--- src/rtl/tdc_interval_calc.sv ---
// Merges the start/stop fine bins and the coarse count of one TDC measurement into
// an interval in tap units. The result goes out on a valid/ready handshake with error flags.
module tdc_interval_calc #(
  parameter int NUM_TAPS   = 36,
  parameter int NUM_DECODE = 8,
  parameter int COARSE_W   = 16,
  parameter int OUT_W      = 24,
  parameter int TIMEOUT    = 1023
) (
  input  logic                  clk,
  input  logic                  rst,
  input  logic                  start_finished,
  input  logic [NUM_DECODE-1:0] start_bin,
  input  logic                  stop_finished,
  input  logic [NUM_DECODE-1:0] stop_bin,
  input  logic                  coarse_valid,
  input  logic [COARSE_W-1:0]   coarse_count,
  output logic                  out_valid,
  input  logic                  out_ready,
  output logic [OUT_W-1:0]      out_interval,
  output logic [2:0]            out_err,
  output logic                  busy,
  output logic                  dropped
);
  typedef enum logic [1:0] {IDLE, WAIT, CALC, OUT} state_t;
  localparam int TW = $clog2(TIMEOUT + 1);
  localparam int SW = OUT_W + 2;

  state_t                state;
  logic                  have_start, have_stop, have_coarse;
  logic [NUM_DECODE-1:0] start_q, stop_q;
  logic [COARSE_W-1:0]   coarse_q;
  logic [TW-1:0]         tcnt;

  logic          any_pulse, all_set, neg, ovf, no_edge;
  logic [TW-1:0] tcnt_nxt;
  logic [SW-1:0] sum;

  assign any_pulse = start_finished | stop_finished | coarse_valid;
  // True when the flags plus this cycle's pulses complete the set.
  assign all_set   = (have_start | start_finished) & (have_stop | stop_finished) &
                     (have_coarse | coarse_valid);
  assign tcnt_nxt  = tcnt + 1'b1;

  // Unsigned arithmetic at OUT_W+2 bits; the MSB is the sign of start-stop underflow.
  assign sum     = SW'(coarse_q) * SW'(NUM_TAPS) + SW'(start_q) - SW'(stop_q);
  assign neg     = sum[SW-1];
  assign ovf     = ~sum[SW-1] & sum[SW-2];
  assign no_edge = (start_q == '0) | (stop_q == '0);
  assign busy    = (state != IDLE);

  always_ff @(posedge clk or negedge rst) begin
    if (!rst) begin
      state        <= IDLE;
      have_start   <= 1'b0;
      have_stop    <= 1'b0;
      have_coarse  <= 1'b0;
      start_q      <= '0;
      stop_q       <= '0;
      coarse_q     <= '0;
      tcnt         <= '0;
      out_valid    <= 1'b0;
      out_interval <= '0;
      out_err      <= '0;
      dropped      <= 1'b0;
    end else begin
      case (state)
        IDLE, WAIT: begin
          // A repeated pulse for an already-captured input keeps the first value.
          if (start_finished && !have_start) begin
            start_q    <= start_bin;
            have_start <= 1'b1;
          end
          if (stop_finished && !have_stop) begin
            stop_q    <= stop_bin;
            have_stop <= 1'b1;
          end
          if (coarse_valid && !have_coarse) begin
            coarse_q    <= coarse_count;
            have_coarse <= 1'b1;
          end
          if (state == IDLE) begin
            if (all_set)        state <= CALC;
            else if (any_pulse) state <= WAIT;
          end else begin
            tcnt <= tcnt_nxt;
            if (all_set) begin
              state <= CALC;
            end else if (tcnt_nxt == TW'(TIMEOUT)) begin
              state        <= OUT;
              out_valid    <= 1'b1;
              out_interval <= '0;
              out_err      <= 3'b010;
            end
          end
        end
        CALC: begin
          if (any_pulse) dropped <= 1'b1;
          out_err      <= {neg | ovf, 1'b0, no_edge};
          out_interval <= neg ? '0 : (ovf ? '1 : sum[OUT_W-1:0]);
          out_valid    <= 1'b1;
          state        <= OUT;
        end
        OUT: begin
          if (any_pulse) dropped <= 1'b1;
          if (out_ready) begin
            out_valid   <= 1'b0;
            have_start  <= 1'b0;
            have_stop   <= 1'b0;
            have_coarse <= 1'b0;
            tcnt        <= '0;
            state       <= IDLE;
          end
        end
        default: state <= IDLE;
      endcase
    end
  end
endmodule

--- config.mk ---
export PLATFORM = sky130hd
export DESIGN_NAME = tdc_interval_calc
export DESIGN_NICKNAME = d
export VERILOG_FILES = /design/src/rtl/tdc_interval_calc.sv
export SDC_FILE = /design/constraint.sdc
export NUM_CORES = 1
export LEC_CHECK = 0
export ABC_AREA = 1
export ABC_CLOCK_PERIOD_IN_PS = 6300
export CORE_ASPECT_RATIO = 0.7
export CORE_MARGIN = 3
export CORE_UTILIZATION = 61
export CTS_CLUSTER_DIAMETER = 30
export DETAILED_ROUTE_END_ITERATION = 7
export PLACE_DENSITY_LB_ADDON = 0.12
export SLEW_MARGIN = 40
export SYNTH_ARGS = -nofsm -noshare
export SYNTH_HDL_FRONTEND = slang
export SYNTH_SLANG_ARGS = --single-unit
--- constraint.sdc ---
create_clock -name clk -period 6.3 [get_ports clk]
set_clock_uncertainty 0.05 [all_clocks]
set_input_delay 0.63 -clock clk [delete_from_list [all_inputs] [get_ports clk]]
set_output_delay 0.63 -clock clk [all_outputs]
set_load 0.1 [all_outputs]
==> Yosys cells after proc, flatten, opt, wreduce, memory -nomap -nowiden <==
Index checks and enable logic that the tools add are counted.
{ "totals": {"out_inout_bits": 30, "word_cells": 96, "regBits": 76, "in_bits": 38} }
{ "op_classes": {"add_sub_neg": 3, "reduce_logical": 25, "eq_ne": 13, "bitwise": 11, "mux": 31, "n_mul": 1} }
{ "ops": {"columns": ["cell", "n"], "rows": [
  ["$mux W24", 5],
  ["$pmux W24 S2", 1],
  ["$sub A23 B8 Y24", 1],
  ["$add A22 B8 Y23", 1],
  ["$mul A16 B4 Y20 const B", 1],
  ["$mux W10", 2],
  ["$pmux W10 S2", 1],
  ["$logic_not A8 Y1", 2],
  ["$reduce_and A3 Y1", 5],
  ["$ne A2 B2 Y1 const B", 7],
  ["$mux W2", 6],
  ["$add A10 B1 Y10 const B", 1],
  ["$eq A10 B10 Y1 const B", 1],
  ["$mux W3", 3],
  ["$ne A4 B4 Y1 const B", 2],
  ["$reduce_and A2 Y1", 4],
  ["$reduce_and A4 Y1", 2],
  ["$mux W1", 7],
  ["$or A1 B1 Y1", 7],
  ["$pmux W1 S2", 3],
  ["$pmux W2 S3", 1],
  ["$pmux W3 S2", 1],
  ["$reduce_bool A2 Y1", 3],
  ["$eq A2 B2 Y1 const B", 2],
  ["8 further kinds", 15]
]} }

==> Logic depth before layout (Yosys ltp) <==
Gate-level depths: netlist of run 1.
{ "logic_depth": {"depth_word": 8, "depth_mapped": 24, "ltp_nobuf": 24} }

==> Least setup slack after synthesis of run 1 <==
No wires, ideal clock.
{ "synth_timing": {"path_kind": "register to register", "from": "reg coarse_q[9]", "to": "reg out_interval[22]", "t_arrival_ps": 3456, "stages_incl_launch_ff": 20, "t_required_ps": 6130, "slack_ps": 2674, "path_buffers": 0, "synth_period_minus_slack_ps": 3626, "setup_ps": 120, "path_cell_list": "dfrtp_1 ha_1 ha_1 nand2_1 nor2_2 nand3_2 nand3_2 a21oi_1 o21ai_1 a21oi_1 o21ai_1 xor2_1 inv_1 ha_1 a21o_1 a221oi_1 o211ai_1 or2_2 nand3_2 nand2_1"} }
{ "synth_via": {"elab_chain_len": 8} }
{ "synth_lines": {"columns": ["item", "line_no", "source"], "rows": [
  ["start: declaration", "32", "logic [COARSE_W-1:0] coarse_q;"],
  ["start signal: assignment", "79", "coarse_q <= coarse_count;"],
  ["$mul A16 B4 Y20 *", "46", "assign sum = SW'(coarse_q) * SW'(NUM_TAPS) + SW'(start_q) - SW'(stop_q);"],
  ["$add A22 B8 Y23 *", "46", null],
  ["$sub A23 B8 Y24 *", "46", null],
  ["$not A1 Y1", "48", "assign ovf = ~sum[SW-1] & sum[SW-2];"],
  ["$and A1 B1 Y1", "48", null],
  ["$mux W24", "100", "out_interval <= neg ? '0 : (ovf ? '1 : sum[OUT_W-1:0]);"],
  ["$mux W24 *", "100", null],
  ["$pmux W24 S2 *", "67", "case (state)"],
  ["end signal: assignment", "100", null],
  ["end: declaration", "20", "output logic [OUT_W-1:0] out_interval,"]
]} }
Mark *: on every way between the ends. The rest lies on a longest branch, timed or not.
A chain may end at the register's enable or synchronous reset.

==> Worst setup path after layout of run 1 <==
{ "layout_timing": {"from": "reg coarse_q[4]", "to": "reg out_interval[18]"} }
Same word-level chain as after synthesis.

==> out/metrics.yaml, run 1 <==
outcome:
  outcome: "complete, no violations"
cts:
  clk_pin_slew_worst_paths_ns: 0.06
  cts_made_buffers: 9
  root_buffer: "clkbuf_16"
  cts_resized: 0
  cts_hold_buf: 0
  clock-sinks: 75
  tritoncts: "yes"
  post-cts-setup-buffer-count: 0
  cts_max_level: 3
  clockBufferDepth: 2
  worstSkewPairLatency_ns: 0.34
die:
  coreArea_mm2: 0.008618
  io_pins: 68
  dieHeight_um: 85.37
  dieArea_mm2: 0.01019
  num_rows: 28
  die_w_um: 119.4
  initial_utilization_pct: 63.69
yosys:
  ys.flop_type: "dfrtp_1"
  synth_nets: 779
  synthDistinctLibCells: 46
  seq_area_frac_synth_pct: 34.19
  synth_warnings: 0
  synth_area_mm2: 0.005489
  netlist_instances: 680
  synth_edf_count: 0
  synth-async-reset-ratio_pct: 100.0
  avgSynthCellArea_um2: 8.072
  synth_seq_cells: 75
sta:
  timing.final.crit_period_ns: 4.280
  rsz0062_at_grt: "false"
  tns_ns: 0
  max_slew_margin_pct: 48.33
  maxSlewViolCount: 0
  fmax_mhz: 233.6
  layout_setup_ws_ns: 2.020
  setup_viol: 0
  hold-worst-slack_ns: 0.3427
  tightestPinTransition_ns: 0.7732
  fin_crit_sh_pct: 67.94
  hold_violations: 0
finish:
  fillers: 659
  drive_above_1_share_pct: 12.35
  final_cell_mix: "nand2_1, inv_1, dfrtp_1, ha_1, nor2_1"
  syn_to_final_growth_pct: 17.28
  antennaDiodeCount: 0
  finalNetCount: 847
  multi_input_area_mm2: 0.003187
  seq_area_mm2: 0.001877
  final_common_cell: "nand2_1"
critical_path:
  crit_chain: "ha_1, ha_1, fa_1, nand2_1, nand2_1, nand3_2, nand2_2, a21oi_1, o21ai_0, xor2_1, inv_1, ha_1, a21oi_1, nor2_1, nor2_1, o21ai_0, a21boi_2, a21oi_4, nand3_1, nand2_1"
  cp-end-kind: "register"
  crit_type: "register to register"
  required_ns: 6.52
  slowest_delay_ns: 0.56
  slowest_stage: "a21oi_4"
  critPathMaxFanout: 24
  startpoint_type: "register"
  arrival_ns: 4.50
routing:
  vias: 4765
  post_drt_wl_per_cell_um: 15.03
  drc: 0
  wirelength_mm: 13.12
  vias_per_cell: 5.458
  first_pass_iters: 5
  antenna_left: 0
  drt_iter0_markers: 338
global_routing:
  grt_overflow_total: 0
  first_global_vias: 4659
  grt_antenna_before_repair: 0
  grt_max_degree: 76
  grt_pass1_wl_mm: 22.32
  grt_use_total_pct: 27.03
hold_path:
  min_path_type: "input port to async pin"
place:
  finalWeightedCongestion: 0.8903
  numPortBuffers: 66
  hpwlAfterDp_mm: 10.11
  dpl_worst_slack_ns: 2.086
job:
  drv_cap: 0
==> per-layer routing <==
metal / wire length, um / share of wire (%) / vias to the layer above / GRT usage, %
met5: 0 / 0 / - / 0
met1: 6738 / 51 / 2212 / 40.84
met4: 216 / 1.6 / 0 / 7.484
li1: - / - / 2381 / -
met2: 5409 / 41 / 154 / 39.77
met3: 753 / 5.7 / 18 / 5.263
==> logic make-up after synthesis <==
| kind of cell | Yosys count | share of synthesized area (%) |
|---|---|---|
| fa+ha+maj | 61 | 15.00 |
| flops | 75 | 34.19 |
| buf+inv | 106 | 7.750 |
| other cells | 1 | 0.06832 |
| compound gates | 103 | 11.51 |
| xor+xnor | 28 | 4.468 |
| mux | 20 | 4.103 |
| simple gates | 286 | 22.91 |
==> stage by stage <==
step	cells	instance area (um2)	util [%]
final	873	6437	74.70
after global routing	873	6437	74.70
after CTS	873	6437	74.70
after detailed placement	857	6096	70.73
after global placement	857	6237	72.37
after floorplan	680	5489	-
==> worst max-delay path: cells and delay by family (launching register included) <==
| family | cells | cell delay, ns |
|---|---|---|
| compound gates | 6 | 1.21 |
| simple gates | 8 | 0.79 |
| fa+ha+maj | 4 | 1.43 |
| flops | 1 | 0.42 |
| buf+inv | 1 | 0.08 |
| xor+xnor | 1 | 0.25 |
==> final timing paths <==
path	from	endpoint	slack (ns)	depth (start not counted)
min	rst	tcnt[2]$_DFFE_PN0P_	0.34	2
min reg2reg	dropped$_DFFE_PN0P_	dropped$_DFFE_PN0P_	0.41	1
max reg2reg	coarse_q[4]$_DFFE_PN0P_	out_interval[18]$_DFFE_PN0P_	2.02	20
max	coarse_q[4]$_DFFE_PN0P_	out_interval[18]$_DFFE_PN0P_	2.02	20
max in group asynchronous	rst	coarse_q[14]$_DFFE_PN0P_	5.39	2
min in group clk	dropped$_DFFE_PN0P_	dropped$_DFFE_PN0P_	0.41	1
==> flip-flops by register name, summed over array words and instances (netlist names) <==
name and flops:
have_start 1, have_stop 1, start_q 8, dropped 1, state 2, out_interval 23
out_err 3, coarse_q 16, out_valid 1, stop_q 8, have_coarse 1, tcnt 10
==> cells in the mapped netlist, types with 2 or more instances <==
master | n | area [um2]
nand3_1 | 27 | 135.1
nand2_1 | 167 | 626.9
o21bai_1 | 4 | 30.03
a21boi_2 | 2 | 22.52
buf_6 | 2 | 22.52
nand3_2 | 7 | 70.07
nand4_1 | 12 | 75.07
nand2_2 | 5 | 31.28
a21oi_1 | 43 | 215.2
ha_1 | 53 | 663.1
o21ai_0 | 18 | 90.09
o21ai_1 | 4 | 20.02
dfrtp_1 | 75 | 1877
inv_1 | 96 | 360.4
mux2_2 | 20 | 225.2
a21o_1 | 6 | 45.04
o221ai_1 | 2 | 17.52
a31oi_1 | 2 | 12.51
o211ai_1 | 3 | 22.52
fa_1 | 8 | 160.2
nand3b_1 | 2 | 15.01
nor4_1 | 6 | 37.54
buf_4 | 3 | 22.52
nor2_1 | 47 | 176.4
o22ai_1 | 8 | 50.05
a21oi_2 | 2 | 17.52
nor3_1 | 3 | 15.01
o2111ai_1 | 2 | 17.52
clkbuf_1 | 4 | 15.01
xnor2_1 | 8 | 70.07
xor2_1 | 20 | 175.2
or2_2 | 5 | 31.28
==> layout make-up <==
| cell class | count | share of cell area (%) |
|---|---|---|
| multi-input cells | 499 | 49.50 |
| flip-flops and latches | 75 | 29.15 |
| repair buffers | 67 | 8.105 |
| inverters | 96 | 5.598 |
| clock buffers | 10 | 3.557 |
| well taps | 120 | 2.332 |
| clock inverters | 6 | 1.749 |
Power of run 1 is left out: the tool's default activity adds up to more than one toggle a clock period on the data nets, which glitch-free logic cannot reach.
==> inputs of run 2 (changes only) <==
--- a/config.mk
+++ b/config.mk
@@ -6,10 +6,10 @@
 export NUM_CORES = 1
 export LEC_CHECK = 0
 export ABC_AREA = 1
-export ABC_CLOCK_PERIOD_IN_PS = 6300
+export ABC_CLOCK_PERIOD_IN_PS = 4200
 export CORE_ASPECT_RATIO = 0.7
 export CORE_MARGIN = 3
-export CORE_UTILIZATION = 61
+export CORE_UTILIZATION = 57
 export CTS_CLUSTER_DIAMETER = 30
 export DETAILED_ROUTE_END_ITERATION = 7
 export PLACE_DENSITY_LB_ADDON = 0.12
==> constraint.sdc (replaced) <==
create_clock -name clk -period 4.2 [get_ports clk]
set_clock_uncertainty 0.05 [all_clocks]
set_input_delay 0.42 -clock clk [delete_from_list [all_inputs] [get_ports clk]]
set_output_delay 0.42 -clock clk [all_outputs]
set_load 0.1 [all_outputs]
==> out/metrics.yaml, run 2 (synthesized netlist as in run 1, its figures left out) <==
outcome:
  outcome: "complete, no violations"
job:
  drv_cap: 0  # unchanged
sta:
  fmax_mhz: 252.4  # +8.0%
  setup_viol: 0  # unchanged
  layout_setup_ws_ns: 0.2373  # -1.782 ns
  fin_crit_sh_pct: 94.35  # +26 points
  timing.final.crit_period_ns: 3.963  # -0.3177 ns
  tns_ns: 0  # unchanged
  rsz0062_at_grt: "false"
  tightestPinTransition_ns: 0.7799  # +0.006633 ns
  maxSlewViolCount: 0  # unchanged
  max_slew_margin_pct: 47.88  # -0.44 points
  hold_violations: 0  # unchanged
  hold-worst-slack_ns: 0.03031  # -0.3124 ns
die:
  die_w_um: 123.3  # +3.3%
  initial_utilization_pct: 59.56  # -4.1 points
  coreArea_mm2: 0.009216  # +6.9%
  num_rows: 29  # +3.6%
  dieArea_mm2: 0.01086  # +6.6%
  dieHeight_um: 88.10  # +3.2%
  io_pins: 68  # unchanged
global_routing:
  grt_max_degree: 76  # unchanged
  first_global_vias: 4480  # -3.8%
  grt_antenna_before_repair: 0  # unchanged
  grt_use_total_pct: 25.84  # -1.2 points
  grt_pass1_wl_mm: 21.96  # -1.6%
  grt_overflow_total: 0  # unchanged
routing:
  first_pass_iters: 4  # -1
  vias_per_cell: 5.460  # about the same
  drc: 0  # unchanged
  antenna_left: 0  # unchanged
  drt_iter0_markers: 317  # -6.2%
  post_drt_wl_per_cell_um: 15.20  # +1.2%
  wirelength_mm: 13.38  # +2.0%
  vias: 4805  # +0.84%
finish:
  stdcell_area_mm2: 0.006565  # +2.0%
  largest_reg_flops: 23  # unchanged
  final_cell_mix: "nand2_1, inv_1, dfrtp_1, nor2_1, ha_1"
  finalNetCount: 850  # +0.35%
  drive_above_1_share_pct: 14.55  # +2.2 points
  antennaDiodeCount: 0  # unchanged
  top_register: "out_interval"
  final_common_cell: "nand2_1"
  reg_top3: "out_interval x23, coarse_q x16, tcnt x10"
  syn_to_final_growth_pct: 19.60
cts:
  clockBufferDepth: 2  # unchanged
  cts_made_buffers: 9  # unchanged
  cts_max_level: 3  # unchanged
  tritoncts: "yes"
  cts_hold_buf: 0  # unchanged
  clock-sinks: 75  # unchanged
  root_buffer: "clkbuf_16"
  worstSkewPairLatency_ns: 0.34  # about the same
  clk_pin_slew_worst_paths_ns: 0.06  # about the same
hold_path:
  min_path_type: "input port to async pin"
place:
  placed_cell_area_mm2: 0.006111  # +0.25%
  numPortBuffers: 66  # unchanged
  dpl_worst_slack_ns: 0.05347  # -2.032 ns
  hpwlAfterDp_mm: 10.30  # +1.8%
  finalWeightedCongestion: 0.8830  # -0.82%
critical_path:
  required_ns: 4.43  # -2.09 ns
  crit_type: "register to register"
  startpoint_type: "register"
  arrival_ns: 4.19  # -0.31 ns
  critPathMaxFanout: 5  # -79%
  cp-end-kind: "register"
run 2: changes by cell type in the layout (fill, tap and decap cells not counted), moves of 2 or more:
cell	before	now
ha_4	0	3
a21oi_2	2	4
a21oi_1	43	41
buf_4	0	3
ha_1	53	45
ha_2	0	5
run 2: worst paths after layout:
kind | startpoint | endpoint | slack, ns | cells after the start
worst max-delay path | coarse_q[7]$_DFFE_PN0P_ | out_interval[22]$_DFFE_PN0P_ | 0.24 | 22
worst min-delay path | rst | tcnt[4]$_DFFE_PN0P_ | 0.03 | 1
worst max register to register | coarse_q[7]$_DFFE_PN0P_ | out_interval[22]$_DFFE_PN0P_ | 0.24 | 22
worst min register to register | dropped$_DFFE_PN0P_ | dropped$_DFFE_PN0P_ | 0.41 | 1
max in group asynchronous | rst | have_start$_DFFE_PN0P_ | 3.59 | 1
min in group clk | dropped$_DFFE_PN0P_ | dropped$_DFFE_PN0P_ | 0.41 | 1
run 2: cell type report:
class	count	area (um2)
inverters	96	360.3
well taps	124	155.1
flip-flops and latches	75	1877
clock buffers	11	242.7
clock inverters	5	107.6
repair buffers	70	559.3
multi-input cells	499	3263
fillers	776	2651
run 2: per-stage QoR:
step | utilization, % | cells
2_1_floorplan | - | 680
3_3_place_gp | 67.84 | 862
3_5_place_dp | 66.30 | 862
4_1_cts | 70.11 | 878
5_1_grt | 71.23 | 880
6_report | 71.23 | 880
run 2: critical path: stages, from the launching register on:
cell      delay [ns]
dfrtp_1         0.41
ha_1            0.31
ha_1            0.38
nand2_1         0.10
nand2_1         0.08
a21oi_2         0.23
nand3_2         0.13
a21oi_1         0.18
o21ai_2         0.09
a21oi_1         0.13
o21ai_1         0.08
xor2_1          0.17
buf_4           0.15
ha_2            0.38
nand2_1         0.09
nor2_1          0.14
nand2_1         0.11
nor4_1          0.17
nand2_1         0.13
o211ai_1        0.13
or2_2           0.15
nand3_2         0.06
nand2_1         0.05
run 2: layer usage:
| layer | track usage [%] | share of wire (%) |
|---|---|---|
| met3 | 5.810 | 5.9 |
| met5 | 0 | 0 |
| met2 | 36.88 | 41 |
| met4 | 6.533 | 1.4 |
| met1 | 39.60 | 51 |
run 2: repair_timing:
item | in CTS | in global routing
buffers inserted | 0 | 2
hold endpoints to repair | 0 | 0
resized for setup | 0 | 19
endpoints found under the setup margin | 0 | 24
Power of run 2 is left out for the same reason.
